File: src/rtl/piso_serializer.sv
// Parallel-in/serial-out converter: takes a word over valid/ready and shifts it
// out one bit per BIT_CYCLES clocks, with strobe/first/last framing flags.
module piso_serializer #(
  parameter int WORD_WIDTH = 8,
  parameter int BIT_CYCLES = 1,
  parameter bit MSB_FIRST  = 1'b1
) (
  input  logic                  clk,
  input  logic                  rst,
  input  logic [WORD_WIDTH-1:0] in_data,
  input  logic                  in_valid,
  output logic                  in_ready,
  output logic                  ser_out,
  output logic                  ser_valid,
  output logic                  ser_strobe,
  output logic                  ser_first,
  output logic                  ser_last,
  output logic                  busy
);

  localparam int CW = (BIT_CYCLES > 1) ? $clog2(BIT_CYCLES) : 1;
  localparam int BW = $clog2(WORD_WIDTH);
  localparam logic [CW-1:0] CYC_MAX = CW'(BIT_CYCLES - 1);
  localparam logic [BW-1:0] BIT_MAX = BW'(WORD_WIDTH - 1);

  typedef enum logic {IDLE = 1'b0, SHIFT = 1'b1} state_t;

  state_t state_reg, state_next;

  logic [WORD_WIDTH-1:0] shift_q;
  logic [WORD_WIDTH-1:0] shift_adv;
  logic [CW-1:0]         cyc_cnt;
  logic [BW-1:0]         bit_cnt;

  logic cyc_end;
  logic bit_end;
  logic word_end;
  logic accept;

  assign cyc_end  = (cyc_cnt == CYC_MAX);
  assign bit_end  = (bit_cnt == BIT_MAX);
  assign word_end = (state_reg == SHIFT) && cyc_end && bit_end;
  assign accept   = in_valid && in_ready;

  // Zero fill means the register is all-zero once a word has fully drained,
  // which is what keeps ser_out low in IDLE.
  generate
    if (MSB_FIRST) begin : g_msb
      assign shift_adv = {shift_q[WORD_WIDTH-2:0], 1'b0};
      assign ser_out   = shift_q[WORD_WIDTH-1];
    end else begin : g_lsb
      assign shift_adv = {1'b0, shift_q[WORD_WIDTH-1:1]};
      assign ser_out   = shift_q[0];
    end
  endgenerate

  always_ff @(posedge clk) begin
    if (rst) begin
      state_reg <= IDLE;
    end else begin
      state_reg <= state_next;
    end
  end

  always_comb begin
    state_next = state_reg;
    case (state_reg)
      IDLE: begin
        if (accept) state_next = SHIFT;
      end
      SHIFT: begin
        if (word_end && !accept) state_next = IDLE;
      end
      default: state_next = IDLE;
    endcase
  end

  always_comb begin
    in_ready   = 1'b0;
    ser_valid  = 1'b0;
    ser_strobe = 1'b0;
    ser_first  = 1'b0;
    ser_last   = 1'b0;
    case (state_reg)
      IDLE: begin
        in_ready = 1'b1;
      end
      SHIFT: begin
        in_ready   = cyc_end && bit_end;
        ser_valid  = 1'b1;
        ser_strobe = (cyc_cnt == '0);
        ser_first  = (bit_cnt == '0);
        ser_last   = bit_end;
      end
      default: ;
    endcase
  end

  assign busy = ser_valid;

  always_ff @(posedge clk) begin
    if (rst) begin
      shift_q <= '0;
      cyc_cnt <= '0;
      bit_cnt <= '0;
    end else if (accept) begin
      shift_q <= in_data;
      cyc_cnt <= '0;
      bit_cnt <= '0;
    end else if (state_reg == SHIFT) begin
      if (cyc_end) begin
        cyc_cnt <= '0;
        shift_q <= shift_adv;
        // Leave the bit counter at zero on the way back to IDLE.
        bit_cnt <= bit_end ? '0 : bit_cnt + 1'b1;
      end else begin
        cyc_cnt <= cyc_cnt + 1'b1;
      end
    end
  end

endmodule

File: config.mk
export PLATFORM = sky130hd
export DESIGN_NAME = piso_serializer
export DESIGN_NICKNAME = d
export VERILOG_FILES = /design/src/rtl/piso_serializer.sv
export SDC_FILE = /design/constraint.sdc
export NUM_CORES = 1
export LEC_CHECK = 0
export CORE_MARGIN = 8
export CORE_UTILIZATION = 44
export CTS_CLUSTER_DIAMETER = 200
export DETAILED_ROUTE_END_ITERATION = 12
export GPL_ROUTABILITY_DRIVEN = 0
export PLACE_DENSITY = 0.78
export SKIP_LAST_GASP = 1
export SYNTH_ARGS = -nofsm -noshare
export SYNTH_HDL_FRONTEND = slang
export SYNTH_SLANG_ARGS = --single-unit
File: constraint.sdc
create_clock -name clk -period 2.8 [get_ports clk]
set_clock_uncertainty 0.2 [all_clocks]
set_input_delay 0.42 -clock clk [delete_from_list [all_inputs] [get_ports clk]]
set_output_delay 0.42 -clock clk [all_outputs]
set_load 0.02 [all_outputs]
==> reports/results.tsv <==
metric	value	unit
worst hold path class	register to register	
post-route setup slack	242	ps
Crit-path slowest cell	clkdlybuf4s50_1	
RSZ-0062 raised after global routing	no	
cell taking the most area after synthesis	dfxtp_1	
CTS sink cnt	12	
CTS Buffer Depth	2	
library cells used by synthesis	30	
Post-Syn Nets	89	
crit-path cells	ha_1, ha_1, nor2b_4, inv_4, clkdlybuf4s50_1	
TritonRoute pass-1 iters	3	
Max stage delay on crit path	560	ps
post-layout minimum cycle time	2560	ps
CTS tree	done	
Least-Margin Pin Slew	605	ps
Inst Count DP	100	
Setup TNS	0	ps
Tot GR Track Use	9.73	%
total die area	3330	um^2
Largest register FFs	8	
number of DRC markers in iteration 0	7	
max-slew violation count	0	
routed vias/inst	5.35	
Max Cap Viol	0	
GRT Max-Usage Layer	met2	
Worst R2R Path Depth	6	
clock slew at reported path FFs	80	ps
top-count cell post-synth	dfxtp_1	
Worst IR Drop VDD	0.415	mV
Peak Freq	0.391	GHz
Arrival @ worst endpoint	1940	ps
Syn-to-layout area delta	21.6	%
dpl cell area	893	um^2
RR Endpoint	shift_q[6]	
IO buf count	17	
synth warn	0	
Post-Syn Area	764	um^2
vias in the first global route	544	
Synth Instances	74	
met2 usage	14.3	%
critical path class	register to output pin	
design area	930	um^2
flop-to-flop setup slack	990	ps
antenna violations before repair	0	
Static Leak	0.000342	uW
share of cells above drive strength 1	28.7	%
met3 usage	5.30	%
standard-cell rows	15	
syn avg cell area	10.3	um^2
maximum fanout along the worst path	11	
Synth top area share	31.4	%
asr flop ratio synth	0	%
Non-Filler Instances	104	
delay-heaviest family, CP	buffers and inverters	
Die X	57.7	um
overflow left after global routing	0	
status	complete, no violations	
top cells by count, synth	dfxtp_1, nor2_1, nor3b_1	
Max-slew headroom	59.5	%
hold path start	shift_q[4]	
Via Count	556	
Setup-failing EPs final	0	
worst hold path depth	2	
Critical Path Start Type	register	
Core Box Area	1690	um^2
largest net degree at the start of global routing	14	
antenna viol nets, final	0	
wire length per cell	13.8	um
Synth area leaders	dfxtp_1, a211oi_2, nor4_2	
Antenna Cells	0	
# hold bufs at CTS	0	
IO Pins	18	
worst endpoint required time	2180	ps
Crit. End Element	output pin	
worst path bufs/invs	2	
Pwr Density	482	nW/um^2
final cycle utilization of the critical path	91.4	%
reg2reg start	bit_cnt[0]	
clk root buf	clkbuf_4	
final wirelength	1430	um
worst skew pair latency	280	ps
met1 global-route usage	11.4	%
Hold Slack	317	ps
most frequent CP cell	ha_1	
postcts setup bufs	0	
Die Height	57.7	um
sequential fraction of the synthesis area	31.4	%
fin nets	103	
Hold Path End	shift_q[4]	
first-pass GRT wire length	2470	um
Resized cells post-CTS	0	
# DRC	0	
Yosys reg bits	12	
dpl ws	543	ps
Starting Density	45.3	%
EDFF count, synth	0	
Max H-tree Level	1	
Final Hold Vio Count	0	
Num CTS Buffers	3	
Synth Flop Type	dfxtp_1	
DP HPWL	1130	um
-- through the flow --
step	util (%)	power, uW
after floorplan	-	283
after global placement	52.9	310
after detailed placement	52.9	311
after CTS	55.0	456
after global routing	55.0	473
final	55.0	448
-- kinds of logic after synthesis --
kind of cell	count (synthesis)	synth area share, %
AOI/OAI and AO/OA	10	13.7
adders and majority gates	4	6.55
DFF	12	31.4
buffers and inverters	12	11.0
and+or+nand+nor	34	34.5
muxes	2	2.78
-- placed cells by master, fill, tap and decap left out, drive strengths merged --
master         synthesis  routed
mux2                   1       1
clkdlybuf4s50          0      17
nor2b                  1       1
and2                   2       2
a32oi                  1       1
and3b                  1       1
a21oi                  1       1
clkbuf                 3       4
o22a                   1       1
ha                     4       4
nor4                   7       7
inv                    3       3
or2                    1       1
nand2                  2       2
or2b                   1       1
mux2i                  1       1
buf                    6       1
nor3b                  7       7
a211oi                 7       7
nor2                   9       9
nor3                   3       3
dfxtp                 12      12
-- layout make-up --
type / count / area [um^2]
timing repair buffer: 18 / 178
inverter: 3 / 13.8
multi-input combinational: 50 / 440
clock buffer: 4 / 36.3
sequential: 12 / 240
fill: 150 / 759
tap: 17 / 21.3
-- worst register-to-register path: stages (launching register included) --
cell	delay, ps
dfxtp_1	320
ha_1	210
ha_1	210
nor2b_4	240
inv_4	120
a211oi_2	300
nor4_2	80
-- how the worst max path moves through the flow --
stage	start	endpoint	slack (ps)	depth (start not counted)
2_1_floorplan	bit_cnt[0]	shift_q[1]	1070	8
3_3_place_gp	bit_cnt[0]	in_ready	580	5
3_5_place_dp	bit_cnt[0]	in_ready	540	5
4_1_cts	bit_cnt[0]	in_ready	230	5
5_1_grt	bit_cnt[0]	in_ready	150	5
6_report	bit_cnt[0]	in_ready	240	5
-- report_power, final --
part           leakage, uW  internal [uW]  switching (uW)
sequential       0.0000988            184            11.0
clock            0.0000210           79.1            62.8
combinational     0.000223           56.5            55.2
-- routing by layer --
layer	vias to the layer above	wire, um
met3	2	93
met5	-	0
li1	287	-
met4	0	14
met2	12	679
met1	255	642
(Power assumes the default switching activity.)
